### src/rtl/vga_pattern_pkg.sv
// Shared definitions for the VGA test-pattern source.
//   mode_e      : pattern select (vertical bars, horizontal bars, checker, box)
//   COLOUR_TBL  : 8-entry {R,G,B} colour table, index 0 = white ... 7 = black
//   btn_t       : one bit per front-panel button
//   step_clamp  : move a box coordinate by one step, saturating at 0 / max
package vga_pattern_pkg;

    localparam int COORD_W = 10;

    typedef enum logic [1:0] {
        MODE_VBAR  = 2'd0,
        MODE_HBAR  = 2'd1,
        MODE_CHECK = 2'd2,
        MODE_BOX   = 2'd3
    } mode_e;

    localparam logic [2:0] C_WHITE   = 3'b111;
    localparam logic [2:0] C_YELLOW  = 3'b110;
    localparam logic [2:0] C_CYAN    = 3'b011;
    localparam logic [2:0] C_GREEN   = 3'b010;
    localparam logic [2:0] C_MAGENTA = 3'b101;
    localparam logic [2:0] C_RED     = 3'b100;
    localparam logic [2:0] C_BLUE    = 3'b001;
    localparam logic [2:0] C_BLACK   = 3'b000;

    // First element of the concatenation lands at index 7.
    localparam logic [7:0][2:0] COLOUR_TBL = {
        C_BLACK, C_BLUE, C_RED, C_MAGENTA, C_GREEN, C_CYAN, C_YELLOW, C_WHITE
    };

    typedef struct packed {
        logic up;
        logic down;
        logic left;
        logic right;
        logic mode_next;
    } btn_t;

    localparam int NUM_BTN = $bits(btn_t);

    // dec/inc both set cancel out; movement saturates instead of wrapping.
    function automatic logic [COORD_W-1:0] step_clamp(
        input logic [COORD_W-1:0] pos,
        input logic               dec,
        input logic               inc,
        input int                 step,
        input int                 max_pos
    );
        logic [COORD_W:0]   sum;
        logic [COORD_W-1:0] res;
        sum = {1'b0, pos} + (COORD_W+1)'(step);
        res = pos;
        if (dec && !inc)
            res = (pos < COORD_W'(step)) ? '0 : pos - COORD_W'(step);
        else if (inc && !dec)
            res = (sum > (COORD_W+1)'(max_pos)) ? COORD_W'(max_pos) : sum[COORD_W-1:0];
        return res;
    endfunction

endpackage

### src/rtl/vga_pattern_gen_if.sv
// Pixel bus between the sync/timing generator and the pattern source.
//   active_area, coord_x, coord_y : timing generator -> pattern source
//   rgb (3*CH_W), mode (2)        : pattern source -> downstream
// master = timing side, slave = pattern source.
interface vga_pattern_gen_if #(
    parameter int CH_W = 1
);
    import vga_pattern_pkg::*;

    logic                  active_area;
    logic [COORD_W-1:0]    coord_x;
    logic [COORD_W-1:0]    coord_y;
    logic [3*CH_W-1:0]     rgb;
    logic [1:0]            mode;

    modport master (
        output active_area, coord_x, coord_y,
        input  rgb, mode
    );

    modport slave (
        input  active_area, coord_x, coord_y,
        output rgb, mode
    );

endinterface

### src/rtl/vga_btn_edge.sv
// Button conditioner: 2-flop synchroniser followed by a rising-edge detector.
//   clk, reset : pixel clock, async active-high reset
//   btn        : raw button level, asynchronous to clk
//   rise       : one-cycle pulse on each synchronised 0->1 transition
module vga_btn_edge (
    input  logic clk,
    input  logic reset,
    input  logic btn,
    output logic rise
);

    // [0],[1] are the synchroniser; [2] is the delayed copy for edge detect.
    logic [2:0] sync_q;

    always_ff @(posedge clk or posedge reset) begin
        if (reset) sync_q <= '0;
        else       sync_q <= {sync_q[1:0], btn};
    end

    assign rise = sync_q[1] & ~sync_q[2];

endmodule

### src/rtl/vga_pattern_gen.sv
// VGA test-pattern source: vertical bars, horizontal bars, checkerboard and a
// button-driven box. Mode changes and box moves are latched as pending and
// only take effect at frame start, so a frame is never drawn with mixed state.
//   clk, reset                 : pixel clock, async active-high reset
//   up/down/left/right         : raw box-move buttons
//   mode_next                  : raw button, each press advances the mode
//   pix (slave)                : active_area/coord_x/coord_y in, rgb/mode out
// rgb is registered: it shows the pixel for the coordinates of the previous clk.
module vga_pattern_gen
    import vga_pattern_pkg::*;
#(
    parameter int H_ACTIVE = 640,
    parameter int V_ACTIVE = 480,
    parameter int CH_W     = 1,
    parameter int NUM_BARS = 8,
    parameter int CHK_LOG2 = 5,
    parameter int BOX_SIZE = 32,
    parameter int STEP     = 4
) (
    input  logic             clk,
    input  logic             reset,
    input  logic             up,
    input  logic             down,
    input  logic             left,
    input  logic             right,
    input  logic             mode_next,
    vga_pattern_gen_if.slave pix
);

    localparam int CW        = COORD_W;
    localparam int IDX_W     = 4;
    localparam int HBAR_W    = H_ACTIVE / NUM_BARS;
    localparam int VBAR_W    = V_ACTIVE / NUM_BARS;
    localparam int BOX_X_MAX = H_ACTIVE - BOX_SIZE;
    localparam int BOX_Y_MAX = V_ACTIVE - BOX_SIZE;

    localparam logic [CW-1:0]    BOX_X_RST = CW'(BOX_X_MAX / 2);
    localparam logic [CW-1:0]    BOX_Y_RST = CW'(BOX_Y_MAX / 2);
    localparam logic [IDX_W-1:0] LAST_BAR  = IDX_W'(NUM_BARS - 1);
    localparam logic [CW:0]      HBAR_STEP = (CW+1)'(HBAR_W);
    localparam logic [CW:0]      VBAR_STEP = (CW+1)'(VBAR_W);
    localparam logic [CW:0]      BOX_EDGE  = (CW+1)'(BOX_SIZE);
    localparam logic [CW:0]      BOX_LAST  = (CW+1)'(BOX_SIZE - 1);

    logic [CW-1:0] x, y;
    logic          fs;

    assign x  = pix.coord_x;
    assign y  = pix.coord_y;
    assign fs = pix.active_area && (x == '0) && (y == '0);

    // ---------------------------------------------------------------- buttons
    logic [NUM_BTN-1:0] btn_raw_v, btn_rise_v;
    btn_t               rise, pend_q;

    assign btn_raw_v = {up, down, left, right, mode_next};
    assign rise      = btn_t'(btn_rise_v);

    for (genvar i = 0; i < NUM_BTN; i++) begin : g_btn
        vga_btn_edge u_btn (
            .clk   (clk),
            .reset (reset),
            .btn   (btn_raw_v[i]),
            .rise  (btn_rise_v[i])
        );
    end

    // ------------------------------------------------- frame-start state regs
    mode_e         mode_q, mode_nxt, mode_eff;
    logic [CW-1:0] bx_q, by_q, bx_nxt, by_nxt, bx_eff, by_eff;

    always_ff @(posedge clk or posedge reset) begin
        if (reset) begin
            mode_q <= MODE_VBAR;
            bx_q   <= BOX_X_RST;
            by_q   <= BOX_Y_RST;
            pend_q <= '0;
        end else if (fs) begin
            mode_q <= mode_nxt;
            bx_q   <= bx_nxt;
            by_q   <= by_nxt;
            // An edge landing on the frame-start cycle belongs to the next frame.
            pend_q <= rise;
        end else begin
            pend_q <= pend_q | rise;
        end
    end

    always_comb begin
        mode_nxt = pend_q.mode_next ? mode_e'(mode_q + 2'd1) : mode_q;
        by_nxt   = step_clamp(by_q, pend_q.up,   pend_q.down,  STEP, BOX_Y_MAX);
        bx_nxt   = step_clamp(bx_q, pend_q.left, pend_q.right, STEP, BOX_X_MAX);
    end

    // The frame-start pixel itself is drawn with the newly applied state.
    always_comb begin
        mode_eff = fs ? mode_nxt : mode_q;
        bx_eff   = fs ? bx_nxt   : bx_q;
        by_eff   = fs ? by_nxt   : by_q;
    end

    // ------------------------------------------------------------ bar counters
    // Bars are tracked with an index and the coordinate where the next bar
    // starts; the last bar absorbs the division remainder by never advancing.
    logic [IDX_W-1:0] h_idx_q, h_idx, v_idx_q, v_idx, line_idx;
    logic [CW:0]      h_bnd_q, h_bnd, v_bnd_q, v_bnd;

    always_comb begin
        h_idx = h_idx_q;
        h_bnd = h_bnd_q;
        if (x == '0) begin
            h_idx = '0;
            h_bnd = HBAR_STEP;
        end else if ({1'b0, x} >= h_bnd_q && h_idx_q != LAST_BAR) begin
            h_idx = h_idx_q + 1'b1;
            h_bnd = h_bnd_q + HBAR_STEP;
        end
    end

    // Vertical index is only re-evaluated on the first pixel of each line.
    always_comb begin
        v_idx = v_idx_q;
        v_bnd = v_bnd_q;
        if (y == '0) begin
            v_idx = '0;
            v_bnd = VBAR_STEP;
        end else if ({1'b0, y} >= v_bnd_q && v_idx_q != LAST_BAR) begin
            v_idx = v_idx_q + 1'b1;
            v_bnd = v_bnd_q + VBAR_STEP;
        end
    end

    assign line_idx = (x == '0) ? v_idx : v_idx_q;

    always_ff @(posedge clk or posedge reset) begin
        if (reset) begin
            h_idx_q <= '0;
            h_bnd_q <= HBAR_STEP;
            v_idx_q <= '0;
            v_bnd_q <= VBAR_STEP;
        end else if (pix.active_area) begin
            h_idx_q <= h_idx;
            h_bnd_q <= h_bnd;
            if (x == '0) begin
                v_idx_q <= v_idx;
                v_bnd_q <= v_bnd;
            end
        end
    end

    // ------------------------------------------------------------ pixel colour
    logic [CW:0] xe, ye, bxe, bye;
    logic        in_box, on_ring;
    logic [2:0]  bar_col, colour;

    assign xe  = {1'b0, x};
    assign ye  = {1'b0, y};
    assign bxe = {1'b0, bx_eff};
    assign bye = {1'b0, by_eff};

    always_comb begin
        in_box  = (xe >= bxe) && (xe < bxe + BOX_EDGE) &&
                  (ye >= bye) && (ye < bye + BOX_EDGE);
        on_ring = (xe == bxe) || (xe == bxe + BOX_LAST) ||
                  (ye == bye) || (ye == bye + BOX_LAST);
        bar_col = COLOUR_TBL[h_idx[2:0]];
        case (mode_eff)
            MODE_VBAR:  colour = bar_col;
            MODE_HBAR:  colour = COLOUR_TBL[line_idx[2:0]];
            MODE_CHECK: colour = (x[CHK_LOG2] ^ y[CHK_LOG2]) ? C_BLACK : C_WHITE;
            default:    colour = in_box ? (on_ring ? C_RED : C_WHITE) : bar_col;
        endcase
    end

    function automatic logic [3*CH_W-1:0] expand(input logic [2:0] c);
        return {{CH_W{c[2]}}, {CH_W{c[1]}}, {CH_W{c[0]}}};
    endfunction

    logic [3*CH_W-1:0] rgb_q;

    always_ff @(posedge clk or posedge reset) begin
        if (reset) rgb_q <= '0;
        else       rgb_q <= pix.active_area ? expand(colour) : '0;
    end

    assign pix.rgb  = rgb_q;
    assign pix.mode = mode_q;

endmodule

### src/flat_wrapper.sv
// flat-port wrapper written by rule: the top's interface ports become plain ports
module vga_pattern_gen_flat import vga_pattern_pkg::*;
#(
    parameter int H_ACTIVE = 640,
    parameter int V_ACTIVE = 480,
    parameter int CH_W     = 1,
    parameter int NUM_BARS = 8,
    parameter int CHK_LOG2 = 5,
    parameter int BOX_SIZE = 32,
    parameter int STEP     = 4
)
  (clk, reset, up, down, left, right, mode_next, pix_active_area, pix_coord_x, pix_coord_y, pix_rgb, pix_mode);
  vga_pattern_gen_if #(.CH_W(CH_W)) pix_i ();
  input  logic clk;
  input  logic reset;
  input  logic up;
  input  logic down;
  input  logic left;
  input  logic right;
  input  logic mode_next;
  input wire logic [$bits(pix_i.active_area)-1:0] pix_active_area;
  input wire logic [$bits(pix_i.coord_x)-1:0] pix_coord_x;
  input wire logic [$bits(pix_i.coord_y)-1:0] pix_coord_y;
  output wire logic [$bits(pix_i.rgb)-1:0] pix_rgb;
  output wire logic [$bits(pix_i.mode)-1:0] pix_mode;
  assign pix_i.active_area = pix_active_area;
  assign pix_i.coord_x = pix_coord_x;
  assign pix_i.coord_y = pix_coord_y;
  assign pix_rgb = pix_i.rgb;
  assign pix_mode = pix_i.mode;
  vga_pattern_gen #(.H_ACTIVE(H_ACTIVE), .V_ACTIVE(V_ACTIVE), .CH_W(CH_W), .NUM_BARS(NUM_BARS), .CHK_LOG2(CHK_LOG2), .BOX_SIZE(BOX_SIZE), .STEP(STEP)) u_core (.clk(clk), .reset(reset), .up(up), .down(down), .left(left), .right(right), .mode_next(mode_next), .pix(pix_i));
endmodule
### config.mk
export PLATFORM = sky130hd
export DESIGN_NAME = vga_pattern_gen_flat
export DESIGN_NICKNAME = d
export VERILOG_FILES = /design/src/rtl/vga_pattern_pkg.sv /design/src/rtl/vga_pattern_gen_if.sv /design/src/rtl/vga_btn_edge.sv /design/src/rtl/vga_pattern_gen.sv /design/src/flat_wrapper.sv
export SDC_FILE = /design/constraint.sdc
export NUM_CORES = 1
export LEC_CHECK = 0
export ABC_AREA = 0
export CORE_MARGIN = 8
export CORE_UTILIZATION = 45
export CTS_CLUSTER_DIAMETER = 60
export CTS_CLUSTER_SIZE = 25
export DETAILED_ROUTE_END_ITERATION = 16
export PLACE_DENSITY = 0.61
export SYNTH_ARGS = -nofsm -noshare
export SYNTH_HDL_FRONTEND = slang
export SYNTH_SLANG_ARGS = --single-unit
### constraint.sdc
create_clock -name clk -period 8.57 [get_ports clk]
set_clock_uncertainty 0.2 [all_clocks]
set_input_delay 1.714 -clock clk [delete_from_list [all_inputs] [get_ports clk]]
set_output_delay 1.714 -clock clk [all_outputs]
set_load 0.02 [all_outputs]
Word level (Yosys, flattened, before mapping)

Memory sizes are Yosys's and may differ from the RTL's.
Cells that the tools add are included.

Flip-flop bits (word level): 75
ROM bits: 48
Memories kept: 2

Memories:

| memory          | words | bits a word | rd ports | clocked after Yosys merged registers in | wr ports | RTL line               | text |
|---|---|---|---|---|---|---|---|
| (no name shown) | 8     | 3           | 1        | 0                                       | 0        | vga_pattern_gen.sv:166 | `bar_col = COLOUR_TBL[h_idx[2:0]];` |
| (no name shown) | 8     | 3           | 1        | 0                                       | 0        | vga_pattern_gen.sv:169 | `MODE_HBAR: colour = COLOUR_TBL[line_idx[2:0]];` |

$add $sub $neg: 13
$lt $le $gt $ge: 12
Equal/unequal tests: 8
Multiplexer cells: 29
Bitwise operators: 12
Reductions and logical operators: 25

Operators by type and width:

| operator                                              | number |
|---|---|
| two-way mux 10 bit                                    | 10 |
| two-way mux 11 bit                                    | 4 |
| adder 10 x 3 -> 11 bit, second input constant         | 2 |
| adder 10 x 5 -> 11 bit, second input constant         | 2 |
| adder 10 x 6 -> 11 bit, second input constant         | 2 |
| == test 10 x 11 -> 1 bit                              | 2 |
| greater-or-equal comparator 10 x 11 -> 1 bit          | 2 |
| < comparator 10 x 11 -> 1 bit                         | 2 |
| == test 10 bit                                        | 2 |
| greater-or-equal comparator 10 bit                    | 2 |
| logical NOT 10 bit                                    | 2 |
| < comparator 10 x 3 -> 1 bit, second input constant   | 2 |
| subtractor 10 x 3 -> 10 bit, second input constant    | 2 |
| two-way mux 3 bit                                     | 6 |
| two-way mux 4 bit                                     | 4 |
| adder 11 x 6 -> 11 bit, second input constant         | 1 |
| adder 11 x 7 -> 11 bit, second input constant         | 1 |
| > comparator 11 x 10 -> 1 bit, second input constant  | 1 |
| > comparator 11 x 9 -> 1 bit, second input constant   | 1 |
| logical AND 1 bit                                     | 11 |
| case mux 3 bit (3 select lines)                       | 1 |
| adder 4 x 1 -> 4 bit, second input constant           | 2 |
| < comparator 3 x 4 -> 1 bit, second input constant    | 2 |
| inequality test 4 x 3 -> 1 bit, second input constant | 2 |
| 15 further kinds                                      | 31 |

Depth between registers and ports, before layout

Depth in word-level cells: 15
Gate-level depth with buffers: 21
Gate-level depth less buffers: 20

Hierarchy

A second synthesis with hierarchy kept.

Cells, all modules: 778
Area, all modules: 6268.5 um^2

By module, submodules not included:

| module          | times used | cells each | area an instance (um^2) | seq. area each (um^2) |
|---|---|---|---|---|
| vga_pattern_gen | 1          | 753        | 5805.6                  | 1366.3 |
| vga_btn_edge    | 5          | 5          | 92.6                    | 75.1 |

Least setup slack after synthesis

No wires, ideal clock.

Path type: in2reg
From: in pix_coord_x[1]
To: reg u_core.rgb_q[0], in the netlist u_core.pix.rgb[0]
Arrival: 5478 ps
Required time: 8233 ps
Setup slack: 2755 ps
Cell stages on the path: 18
Cells stage by stage: or4_4 buf_6 or4_4 buf_6 o31a_1 a21oi_2 o21a_4 ha_1 a21o_1 a21oi_1 a21boi_0 o21a_1 o21a_1 o211ai_1 a32oi_1 nor4_1 a21boi_1 a211oi_2

Cells in the longest elaborated chain, start to end: 13
Elaborated cells between the ends (all ways): 40

Ends and longest elaborated chain:

| item                                                                            | RTL line               | text |
|---|---|---|
| start: declaration                                                              | flat_wrapper.sv:22     | `input wire logic [$bits(pix_i.coord_x)-1:0] pix_coord_x;` |
| parallel branches: the longest is 11 deep, another holds adder 10 x 6 -> 11 bit | -                      |  |
| case mux 3 bit (3 select lines) (*)                                             | vga_pattern_gen.sv:167 | `case (mode_eff)` |
| two-way mux 3 bit (*)                                                           | vga_pattern_gen.sv:183 | `else rgb_q <= pix.active_area ? expand(colour) : '0;` |
| end signal: assignment                                                          | vga_pattern_gen.sv:183 |  |
| end: declaration                                                                | vga_pattern_gen.sv:179 | `logic [3*CH_W-1:0] rgb_q;` |

Every way passes the cells marked *. The select of a mux whose other input is x is not followed.
A chain may end at the register's enable or synchronous reset.

Final worst setup path

From: in pix_coord_x[5]
To: reg u_core.rgb_q[0], in the netlist u_core.pix.rgb[0]

Cells in the longest elaborated chain, start to end: 13
Elaborated cells between the ends (all ways): 42

Ends and longest elaborated chain:

| item                                                                           | RTL line               | text |
|---|---|---|
| logical NOT 10 bit (*)                                                         | vga_pattern_gen.sv:50  | `assign fs = pix.active_area && (x == '0) && (y == '0);` |
| logical AND 1 bit (*) (2 in series)                                            | vga_pattern_gen.sv:50  |  |
| two-way mux 10 bit (*)                                                         | vga_pattern_gen.sv:98  | `bx_eff = fs ? bx_nxt : bx_q;` |
| net u_core.bx_eff[5]                                                           | vga_pattern_gen.sv:70  | `logic [CW-1:0] bx_q, by_q, bx_nxt, by_nxt, bx_eff, by_eff;` |
| parallel branches: the longest is 6 deep, another holds adder 10 x 6 -> 11 bit | -                      |  |
| two-way mux 3 bit (*)                                                          | vga_pattern_gen.sv:171 | `default: colour = in_box ? (on_ring ? C_RED : C_WHITE) : bar_col;` |
| case mux 3 bit (3 select lines) (*)                                            | vga_pattern_gen.sv:167 |  |
| two-way mux 3 bit (*)                                                          | vga_pattern_gen.sv:183 |  |

Mark *: on every way through the listed nets, which the timed path passes. The select of a mux whose other input is x is not followed.

==> summary.md <==
| Metric | Value |
|---|---|
| Chip width | 136 um |
| CORE AREA | 14,300 sq um |
| Most frequent cells in the layout | nor2_1 (64), inv_1 (62), ha_1 (58), dfrtp_1 (57), nand2_1 (50) |
| Power Density | 140 nW/um^2 |
| CTS tree | done |
| Biggest cell delay along the critical path | 0.75 ns |
| DIE HEIGHT | 136 um |
| Initial DRC count | 577 |
| Flops & latches, synth | 69 |
| Worst Hold Class | reg -> reg |
| Num rows | 44 |
| Cts repair resizes | 0 |
| CP max FO | 11 |
| Setup tns final | 0 ns |
| Setup WS pre-CTS | 1.53 ns |
| Via count | 6,062 |
| Unrepaired setup endpoints after global routing | no |
| CP cell instances | clkdlybuf4s50_1, or4_1, nor4_1, buf_4, nand2_1, a211oi_1, o2111a_1, nor2_1, ha_1, inv_1, xnor2_1, ha_1, o21a_1, o211ai_1, a32oi_1, nor3_2, o32a_1, o21ai_1, a211oi_2 |
| Status | complete, no violations |
| Crit path DAT | 6.77 ns |
| Delay-heaviest family, CP | compound AO/OA/AOI/OAI gates |
| Total Routed Length | 18,700 um |
| GR peak layer | met2 |
| GPL Wtd Cong | 0.911 |
| Htree depth | 3 |
| Grt met1 use | 27.1% |
| CTS Sinks | 69 |
| Largest net degree at the start of global routing | 47 |
| Mapped Avg Cell Area | 8.37 sq um |
| Vias in the first global route | 5,971 |
| FF-to-FF End | u_core.pix.rgb[0]$_DFF_PP0_ |
| Crit path kind | in -> reg |
| Max-slew headroom | 45.4% |
| Fmax achieved | 148 MHz |
| Post-synth EDFFs | 0 |
| Worst hold endpoint | u_core.g_btn[1].u_btn.sync_q[1]$_DFF_PP0_ |
| Drt first pass iters | 5 |
| Crit-path most repeated cell | ha_1 |
| Vias per std cell | 6.20 |
| Fraction of layout cells with a size suffix above 1 | 9.33% |
| GR Util met3 | 3.51% |
| Fin crit share | 78.8% |
| Total die area | 18,500 sq um |
| Nets | 874 |
| Hold_buf cts | 0 |
| Max-Cap Viols | 0 |
| CTS root buf | clkbuf_16 |
| Setup crit start kind | input port |
| GRT overflow | 0 |
| Cells after Synth | 774 |
| Worst Path Buf+Inv | 3 |
| Number of port buffers | 32 |
| Worst skew pair latency | 0.34 ns |
| Worst Reg2Reg Path Length in Cells | 16 |
| Initial antenna violation count | 0 |
| Placed inst area | 6920 sq um |
| Min Tclk post-route | 6.75 ns |
| All-Layer GR Usage | 20.8% |
| Routed WL per cell | 19.1 um |
| R2r startpoint | u_core.bx_q[2]$_DFF_PP0_ |
| Critical path required time | 8.59 ns |
| Fin worst setup slack | 1.82 ns |
| I/O pin cnt | 33 |
| Clock buffer depth | 2 |
| Mapped cell area | 6480 sq um |
| Post-detail-place hpwl | 14,400 um |
| ANT cells | 0 |
| Synthesis Warnings | 0 |
| Slowest CP cell | or4_1 |
| Setup-failing EPs final | 0 |
| Hold Crit Depth | 0 |
| Worst VDD drop | 107 uV |
| Register area share after synthesis | 26.9% |
| Initial Util | 45.3% |
| Netlist cell types | 91 |
| Worst Tran Pin Value | 0.812 ns |
| Hold_sp | u_core.g_btn[1].u_btn.sync_q[0]$_DFF_PP0_ |
| Post-Syn Nets | 860 |
| DRC Markers | 0 |
| Reg-to-reg setup timing slack | 3.19 ns |
| Clock slew at reported path FFs | 0.06 ns |
| Detail Route Antenna Nets | 0 |
| Final hold vios | 0 |
| Layout Area Growth over Synthesis | 11.3% |
| Ys flop type | dfrtp_1 |
| Worst Setup End Kind | register |
| Commonest non-fill, non-tap cell in the layout | nor2_1 |
| TritonCTS Buffers | 9 |
| First-pass GRT wire length | 30,800 um |
| Final instance area | 7210 sq um |
| Max-slew violations | 0 |
| Asr flop ratio synth | 100% |
| GR Util met2 | 33.9% |
| Postcts setup bufs | 0 |
| Leakage | 2.99 nW |
flip-flops by register name (all words and copies together), names as in the netlist, 3 cells and up:
register	flops
u_core.h_idx_q	4
u_core.h_bnd_q	7
u_core.pix.rgb	3
u_core.pend_q	5
u_core.v_bnd_q	9
u_core.g_btn.u_btn.sync_q	15
u_core.by_q	10
u_core.v_idx_q	4
u_core.bx_q	10
cells in the mapped netlist, types with 7 or more instances:
cell type,count,area (sq um)
nor2_1,64,240
inv_1,63,236
ha_1,58,726
dfrtp_1,57,1430
nand2_1,50,188
a21oi_1,34,170
xnor2_1,34,298
o21ai_0,32,160
clkbuf_1,29,109
nand3_1,25,125
nand4_1,16,100
nor3_1,16,80.1
and3_1,15,93.8
o21a_1,14,105
dfstp_2,12,315
o211ai_1,12,90.1
nand2b_1,11,68.8
nor4_1,11,68.8
a22o_1,10,87.6
a31oi_1,10,62.6
a21o_1,9,67.6
or3_1,8,50.1
a22oi_1,7,52.6
and2_1,7,43.8
nor2b_1,7,43.8
logic make-up after synthesis:
kind of cell             count (synthesis)  synth area share (%)
AO/OA/AOI/OAI                          223                  25.6
XOR/XNOR                                40                  5.41
adder cells (fa/ha/maj)                 58                  11.2
buffers and inverters                   99                  6.02
flip-flops                              69                  26.9
multiplexers                             7                  1.14
AND/OR/NAND/NOR                        278                  23.7
how the worst max path moves through the flow:
stage                   startpoint                     endpoint  cells after the start
floorplan           pix_coord_x[1]  u_core.pix.rgb[0]$_DFF_PP0_                     18
global placement    pix_coord_x[5]  u_core.pix.rgb[0]$_DFF_PP0_                     19
detailed placement  pix_coord_x[5]  u_core.pix.rgb[0]$_DFF_PP0_                     19
CTS                 pix_coord_x[5]  u_core.pix.rgb[0]$_DFF_PP0_                     19
global route        pix_coord_y[6]  u_core.pix.rgb[0]$_DFF_PP0_                     17
finish              pix_coord_x[5]  u_core.pix.rgb[0]$_DFF_PP0_                     19
worst reg2reg max path, cell delays in order, from the launching register on:
cell and delay [ns]:
dfrtp_1 0.53, inv_1 0.17, ha_1 0.28, or4b_2 0.63
o311ai_0 0.38, o31ai_1 0.15, o31ai_1 0.69, inv_1 0.27
nor4_4 0.40, xnor2_1 0.16, ha_1 0.30, o211ai_1 0.09
a32oi_1 0.29, nor3_2 0.12, o32a_1 0.35, o21ai_1 0.19
a211oi_2 0.05
power breakdown:
part	switching [W]	internal, W
registers	0.0000301	0.000364
logic	0.000129	0.000108
clock network	0.000146	0.000232
total	0.000305	0.000704
area by class of cell:
class	count	area, sq um
flip-flops and latches	69	1740
clock buffers	12	246
fillers	1394	7100
multi-input cells	606	4350
well taps	184	230
clock inverters	4	47.5
repair buffers	35	343
inverters	67	254
per-layer routing:
layer / routed length, um / part of all wire (%) / vias up
li1: - / - / 2912
met1: 8510 / 46 / 2949
met2: 8850 / 47 / 168
met3: 895 / 4.8 / 33
met4: 432 / 2.3 / 0
met5: 0 / 0 / -
stage by stage:
stage                     hold WS, ns  utilization, %  total power, W  instances
after floorplan                 0.131               -        0.000552        774
after global placement          0.135            48.3        0.000624        961
after detailed placement        0.135            48.3        0.000636        961
after CTS                       0.148            50.4         0.00102        977
after global routing            0.165            50.4         0.00107        977
final                           0.147            50.4         0.00101        977
Power figures use the tool's default switching activity.
